[src/rtl/ram_pkg.sv]
// rtl/ram_pkg.sv - shared sizes and word/address types for the 16x8 dual-port RAM
package ram_pkg;
  localparam int RAM_ADDR_W = 4;
  localparam int RAM_DATA_W = 8;
  localparam int RAM_DEPTH  = 2 ** RAM_ADDR_W;

  typedef logic [RAM_ADDR_W-1:0] ram_addr_t;
  typedef logic [RAM_DATA_W-1:0] ram_data_t;
endpackage

[src/rtl/ram_dp_16x8_if.sv]
// rtl/ram_dp_16x8_if.sv - write/read port bundle; master drives accesses, slave is the RAM
interface ram_dp_16x8_if
  import ram_pkg::*;
#(
  parameter int ADDR_W = RAM_ADDR_W,
  parameter int DATA_W = RAM_DATA_W
) ();
  logic              wr_enb;
  logic [ADDR_W-1:0] wr_addr;
  logic [DATA_W-1:0] wr_data;
  logic              rd_enb;
  logic [ADDR_W-1:0] rd_addr;
  logic [DATA_W-1:0] rd_data;

  modport master (
    output wr_enb, wr_addr, wr_data, rd_enb, rd_addr,
    input  rd_data
  );

  modport slave (
    input  wr_enb, wr_addr, wr_data, rd_enb, rd_addr,
    output rd_data
  );
endinterface

[src/rtl/ram_mem_array.sv]
// rtl/ram_mem_array.sv - reset-clearable register array, one write port, combinational read
module ram_mem_array
  import ram_pkg::*;
#(
  parameter int ADDR_W = RAM_ADDR_W,
  parameter int DATA_W = RAM_DATA_W
) (
  input  logic              clk,
  input  logic              rst,
  input  logic              we,
  input  logic [ADDR_W-1:0] waddr,
  input  logic [DATA_W-1:0] wdata,
  input  logic [ADDR_W-1:0] raddr,
  output logic [DATA_W-1:0] rdata
);
  localparam int DEPTH = 2 ** ADDR_W;

  logic [DATA_W-1:0] mem [DEPTH];

  always_ff @(posedge clk or posedge rst) begin
    if (rst) begin
      for (int i = 0; i < DEPTH; i++) begin
        mem[i] <= '0;
      end
    end else if (we) begin
      mem[waddr] <= wdata;
    end
  end

  // Shows pre-edge contents, which gives the top its read-before-write ordering.
  assign rdata = mem[raddr];
endmodule

[src/rtl/ram_dp_16x8.sv]
// rtl/ram_dp_16x8.sv - simple dual-port synchronous RAM with registered read data
module ram_dp_16x8
  import ram_pkg::*;
#(
  parameter int ADDR_W = RAM_ADDR_W,
  parameter int DATA_W = RAM_DATA_W
) (
  input  logic         clk,
  input  logic         rst,
  ram_dp_16x8_if.slave bus
);
  logic [DATA_W-1:0] mem_rdata;
  logic [DATA_W-1:0] rd_q;

  ram_mem_array #(
    .ADDR_W (ADDR_W),
    .DATA_W (DATA_W)
  ) u_mem (
    .clk   (clk),
    .rst   (rst),
    .we    (bus.wr_enb),
    .waddr (bus.wr_addr),
    .wdata (bus.wr_data),
    .raddr (bus.rd_addr),
    .rdata (mem_rdata)
  );

  always_ff @(posedge clk or posedge rst) begin
    if (rst) begin
      rd_q <= '0;
    end else if (bus.rd_enb) begin
      rd_q <= mem_rdata;
    end
  end

  assign bus.rd_data = rd_q;
endmodule

[src/flat_wrapper.sv]
// flat-port wrapper written by rule: the top's interface ports become plain ports
module ram_dp_16x8_flat import ram_pkg::*;
#(
  parameter int ADDR_W = RAM_ADDR_W,
  parameter int DATA_W = RAM_DATA_W
)
  (clk, rst, bus_wr_enb, bus_wr_addr, bus_wr_data, bus_rd_enb, bus_rd_addr, bus_rd_data);
  ram_dp_16x8_if #(.ADDR_W(ADDR_W), .DATA_W(DATA_W)) bus_i ();
  input  logic clk;
  input  logic rst;
  input wire logic [$bits(bus_i.wr_enb)-1:0] bus_wr_enb;
  input wire logic [$bits(bus_i.wr_addr)-1:0] bus_wr_addr;
  input wire logic [$bits(bus_i.wr_data)-1:0] bus_wr_data;
  input wire logic [$bits(bus_i.rd_enb)-1:0] bus_rd_enb;
  input wire logic [$bits(bus_i.rd_addr)-1:0] bus_rd_addr;
  output wire logic [$bits(bus_i.rd_data)-1:0] bus_rd_data;
  assign bus_i.wr_enb = bus_wr_enb;
  assign bus_i.wr_addr = bus_wr_addr;
  assign bus_i.wr_data = bus_wr_data;
  assign bus_i.rd_enb = bus_rd_enb;
  assign bus_i.rd_addr = bus_rd_addr;
  assign bus_rd_data = bus_i.rd_data;
  ram_dp_16x8 #(.ADDR_W(ADDR_W), .DATA_W(DATA_W)) u_core (.clk(clk), .rst(rst), .bus(bus_i));
endmodule
[config.mk]
export PLATFORM = sky130hd
export DESIGN_NAME = ram_dp_16x8_flat
export DESIGN_NICKNAME = d
export VERILOG_FILES = /design/src/rtl/ram_pkg.sv /design/src/rtl/ram_dp_16x8_if.sv /design/src/rtl/ram_mem_array.sv /design/src/rtl/ram_dp_16x8.sv /design/src/flat_wrapper.sv
export SDC_FILE = /design/constraint.sdc
export NUM_CORES = 1
export LEC_CHECK = 0
export ABC_AREA = 1
export BUFFER_PORTS_ARGS = -buffer_cell sky130_fd_sc_hd__buf_4
export CORE_UTILIZATION = 40
export DETAILED_ROUTE_END_ITERATION = 7
export MAX_ROUTING_LAYER = met4
export PLACE_DENSITY = 0.54
export SYNTH_ARGS = -nofsm -noshare
export SYNTH_HDL_FRONTEND = slang
export SYNTH_SLANG_ARGS = --single-unit
[constraint.sdc]
create_clock -name clk -period 5.86 [get_ports clk]
set_input_delay 0.879 -clock clk [delete_from_list [all_inputs] [get_ports clk]]
set_output_delay 0.879 -clock clk [all_outputs]
set_load 0.05 [all_outputs]
Word-level counts from Yosys, hierarchy flattened
Cells that the tools add are included.
{ "word_totals": {"regBits": 136, "inputBits": 20, "out_inout_bits": 8, "word_cells": 29} }
{ "classes": {"n_lt_le_gt_ge": 3, "mux": 6, "n_bitwise": 2, "n_reduce_logical": 1} }
{ "ops": {"columns": ["operator", "n"], "rows": [
  ["128-bit bitwise mux", 1],
  ["8-bit binary-select mux with 4-bit select", 1],
  ["8-bit demux with 4-bit select", 1],
  ["8-bit 2-to-1 mux", 3],
  ["5-bit greater-or-equal comparator (second input constant)", 2],
  ["4-bit NOT with 5-bit output", 2],
  ["5-bit by 1-bit < comparator with 1-bit output (second input constant)", 1],
  ["1-bit logical AND", 1]
]} }

Longest topological paths before layout
{ "depth": {"word_depth": 6, "ltp_mapped": 10, "depth_no_buf": 9} }

By module
A second synthesis with hierarchy kept.
{ "hier_totals": {"cells_unflattened": 878, "area_unflattened_um2": 6662.6} }
{ "by_module_without_submodules": {"columns": ["module", "n_inst", "cells_each", "area_each_um2", "seq_area_each_um2"], "rows": [
  ["ram_mem_array", 1, 843, 6353.6, 3203.1],
  ["ram_dp_16x8", 1, 35, 309.0, 200.2]
]} }

Worst setup path after synthesis
OpenSTA, ideal clock, no wires.
{ "synth_timing": {"kind": "input to register", "start": "input bus_rd_addr[1]", "end": "register u_core.rd_q[0] (netlist: u_core.bus.rd_data[0])", "setup_time_ns": 0.118, "t_arrival_ns": 1.796, "t_required_ns": 5.742, "path_slack_ns": 3.947, "path_stages": 10, "n_path_buf": 2, "path_cell_list": "clkbuf_1 > inv_1 > clkbuf_1 > nand3_1 > nand3_1 > nand2_1 > nand2_1 > nand2_1 > nand2_1 > nand2_1"} }
{ "synth_via": {"elab_chain_cells": 4} }
{ "synth_rtl": {"columns": ["item", "line", "text"], "rows": [
  ["from (decl)", "flat_wrapper.sv:15", "input wire logic [$bits(bus_i.rd_addr)-1:0] bus_rd_addr;"],
  ["4-bit NOT with 5-bit output (implied by the code)", "ram_mem_array.sv:31", "assign rdata = mem[raddr];"],
  ["8-bit binary-select mux with 4-bit select", "ram_mem_array.sv:31", null],
  ["8-bit 2-to-1 mux (implied by the code) (2 in series)", "ram_mem_array.sv:31", null],
  ["to (signal assigned)", "ram_dp_16x8.sv:32", "rd_q <= mem_rdata;"],
  ["to (decl)", "ram_dp_16x8.sv:13", "logic [DATA_W-1:0] rd_q;"]
]} }
No other way between the ends. The select of a mux whose other input is x is not followed.
A chain may end at the register's enable or synchronous reset.

Final worst setup path
{ "layout_timing": {"start": "input bus_rd_addr[0]", "end": "register u_core.rd_q[5] (netlist: u_core.bus.rd_data[5])"} }
The elaborated chain is that of the path after synthesis.

==> metrics.log <==
INFO  metric syn_area = 6200 um2
INFO  metric clk_pin_slew_worst_paths = 50 ps
INFO  metric outcome = complete, no violations
INFO  metric timing.critical_path.fanout_max = 65
INFO  metric timing.hold.worst_path_depth = 2
INFO  metric vdd_ir_drop_max = 0.215 mV
INFO  metric netlist_top_cells_area = dfrtp_1 55%, nand2_1 17%, nand3_1 8.2%, o21ai_0 5.8%, a21oi_1 4.4%
INFO  metric cellPowerDensity = 396 nW/um2
INFO  metric power_switching = 781 uW
INFO  metric max_clock_freq = 0.366 GHz
INFO  metric drive_above_1_share = 9.01%
INFO  metric grt_setup_unrepaired = false
INFO  metric min_delay_worst_endpoint = u_core.u_mem.mem[111]
INFO  metric core_region_area = 15,100 um2
INFO  metric worst_hold_path_type = flop to flop
INFO  metric numCtsBuffers = 17
INFO  metric worst_slew_pin_slew = 1290 ps
INFO  metric cts-hold-fix-buffers = 0
INFO  metric gp_congestion = 0.818
INFO  metric finalPower = 2780 uW
INFO  metric ys_flop_type = dfrtp_1
INFO  metric grt_overflow = 0
INFO  metric all_layer_gr_usage = 23.6%
INFO  metric p_int = 2000 uW
INFO  metric drt_first_iter_violations = 457
INFO  metric synth-warning-count = 0
INFO  metric post-route-util = 46.4%
INFO  metric tritoncts_num_sinks = 136
INFO  metric critical_path.startpoint = bus_rd_addr[0]
INFO  metric antenna_cells = 0
INFO  metric reg2reg_slack = 4640 ps
INFO  metric yosysMostFrequentCell = nand2_1
INFO  metric vias = 5,144
INFO  metric r2r-end = u_core.bus.rd_data[2]
INFO  metric number_of_detailed_route_iterations_in_the_first_pass = 5
INFO  metric die_height = 127 um
INFO  metric yosysTopAreaCellShare = 54.9%
INFO  metric power_leakage = 0.00335 uW
INFO  metric synth.cells.most_frequent = 273 x nand2_1, 136 x dfrtp_1, 101 x nand3_1, 72 x o21ai_0, 60 x nor2_1
INFO  metric synthesis.instances = 778
INFO  metric setup.worst_path.start_class = input port
INFO  metric register_to_register_path_depth = 8
INFO  metric final.setup.tns = 0 ps
INFO  metric routed_via_density = 5.27
INFO  metric area_delta_synth_final = 13.3%
INFO  metric pin_count_of_the_biggest_net_entering_global_routing = 88
INFO  metric chipWidth = 127 um
INFO  metric post-route-period-util = 46.6%
INFO  metric insertion_delay = 430 ps
INFO  metric clockRootBuffer = clkbuf_16
INFO  metric routed_wl = 16,800 um
INFO  metric hold_viol = 0
INFO  metric hold_path.startpoint = u_core.u_mem.mem[111]
INFO  metric final.setup_skew = 9.97 ps
INFO  metric power_frac_clock = 38.7%
INFO  metric cts-htree-levels = 4
INFO  metric drc = 0
INFO  metric crit_arrival = 3040 ps
INFO  metric number_of_global_route_vias_before_repair = 4,918
INFO  metric worstPathRequired = 6170 ps
INFO  metric tritoncts = done
INFO  metric synth-seq-cells = 136
INFO  metric grt_first_pass_wirelength = 27,300 um
INFO  metric synth-edff-count = 0
INFO  metric final-setup-viol-count = 0
INFO  metric power_switching_share = 28.1%
INFO  metric worst_setup_path_end_kind = flop
INFO  metric dp.final_hpwl = 10,300 um
INFO  metric synthDistinctLibCells = 18
INFO  metric numPortBuffers = 27
INFO  metric design.die.area = 16,000 um2
INFO  metric finalMaxSlewViolations = 0
INFO  metric cts.repair.resized = 0
INFO  metric initial_antenna_violation_count = 0
INFO  metric synth_fp_nets = 798
INFO  metric relSlewSlack = 13.9%
INFO  metric cts-root-to-sink-buffers = 2
INFO  metric maximum_capacitance_violations = 0
INFO  metric synth-seq-area-share = 54.9%
INFO  metric start_util = 40.9%
INFO  metric share_seq_of_total_power = 45.2%
INFO  metric critPathKind = input port to flop
INFO  metric worst_r2r_startpoint = u_core.u_mem.mem[18]
INFO  metric final_nets = 795
INFO  metric antenna_violating_nets_post_route = 0
INFO  metric synth_area_leader_cell = dfrtp_1
INFO  metric wl_per_cell = 17.2 um
INFO  metric syn_avg_cell_area = 7.97 um2
INFO  metric cts_setup_buffers = 0
INFO  metric rows = 45
INFO  metric final_period_minus_worst_setup_slack = 2730 ps
INFO  metric comb_power_share = 16.1%
INFO  metric top_level_ports = 28
INFO  metric asr_flop_ratio_synth = 100%
worst max-delay path by stage:
stage | endpoint | slack, ps | cells past startpoint
2_1_floorplan | u_core.bus.rd_data[0] | 1340 | 1
3_5_place_dp | u_core.bus.rd_data[2] | 2740 | 10
4_1_cts | u_core.bus.rd_data[2] | 3200 | 10
3_3_place_gp | u_core.bus.rd_data[2] | 2770 | 10
6_report | u_core.bus.rd_data[5] | 3130 | 10
5_1_grt | u_core.bus.rd_data[3] | 2940 | 10
metrics by stage:
stage | hold slack (ps) | cells | worst slack, ps | cell area [um2]
after detailed placement | 469 | 944 | 2740 | 6430
final | 483 | 976 | 3130 | 7020
after global placement | 466 | 944 | 2770 | 6430
after CTS | 485 | 976 | 3200 | 7020
after floorplan | 453 | 778 | 1340 | 6200
after global routing | 496 | 976 | 2940 | 7020
power groups by stage:
stage / clock, uW / sequential [uW] / combinational, uW
after floorplan: 0 / 1270 / 316
after global placement: 0 / 1260 / 440
after detailed placement: 0 / 1270 / 452
after CTS: 1090 / 1250 / 453
after global routing: 1130 / 1280 / 520
final: 1080 / 1250 / 448
flip-flops by register name, summed over array words and instances (netlist names):
name / cells
u_core.u_mem.mem: 128
u_core.bus.rd_data: 8
layer usage:
| metal | global-route usage, % | routed length [um] | share of wire, % |
|---|---|---|---|
| met3 | 4.47 | 820 | 4.9 |
| met5 | - | 0 | 0 |
| met4 | 8.01 | 236 | 1.4 |
| met1 | 32.5 | 8280 | 49 |
| met2 | 34.9 | 7450 | 44 |
layout by cell type (no fill, tap or decap):
| cell | synthesis | layout |
|---|---|---|
| nor2_1 | 60 | 60 |
| clkbuf_16 | 0 | 17 |
| nor3_4 | 2 | 2 |
| clkinv_2 | 0 | 5 |
| o21ai_0 | 72 | 72 |
| clkbuf_1 | 31 | 4 |
| inv_6 | 0 | 1 |
| dfrtp_1 | 136 | 136 |
| bufinv_16 | 0 | 3 |
| a21oi_1 | 54 | 54 |
| clkinvlp_4 | 0 | 1 |
| a21oi_2 | 2 | 2 |
| nand2_1 | 273 | 273 |
| inv_1 | 18 | 17 |
| nor2_4 | 4 | 4 |
| nor2_2 | 2 | 2 |
| inv_2 | 3 | 3 |
| nand2_2 | 1 | 1 |
| clkbuf_8 | 0 | 2 |
| buf_4 | 1 | 28 |
| nand3_1 | 101 | 101 |
logic make-up (layout without fill, tap and decap cells):
family,count (synthesis),in the layout,share of synthesized area (%)
buf+inv,71,81,4.80
simple gates,443,443,29.9
flops,136,136,54.9
compound gates,128,128,10.5
critical path: stages:
cell	delay (ps)
buf_4	540
inv_2	660
nand2_1	190
nand3_1	90
nand3_1	230
nand2_1	110
nand2_1	70
nand2_1	50
nand2_1	50
nand2_1	40
area by class of cell:
cell class / count / area (um2)
Timing Repair Buffer: 28 / 210
Clock buffer: 23 / 468
Clock inverter: 9 / 123
Tap cell: 188 / 235
Fill cell: 1515 / 8120
Sequential cell: 136 / 3400
Multi-Input combinational cell: 571 / 2500
Inverter: 21 / 83.8
No activity file was read; power rests on OpenSTA's default activity.
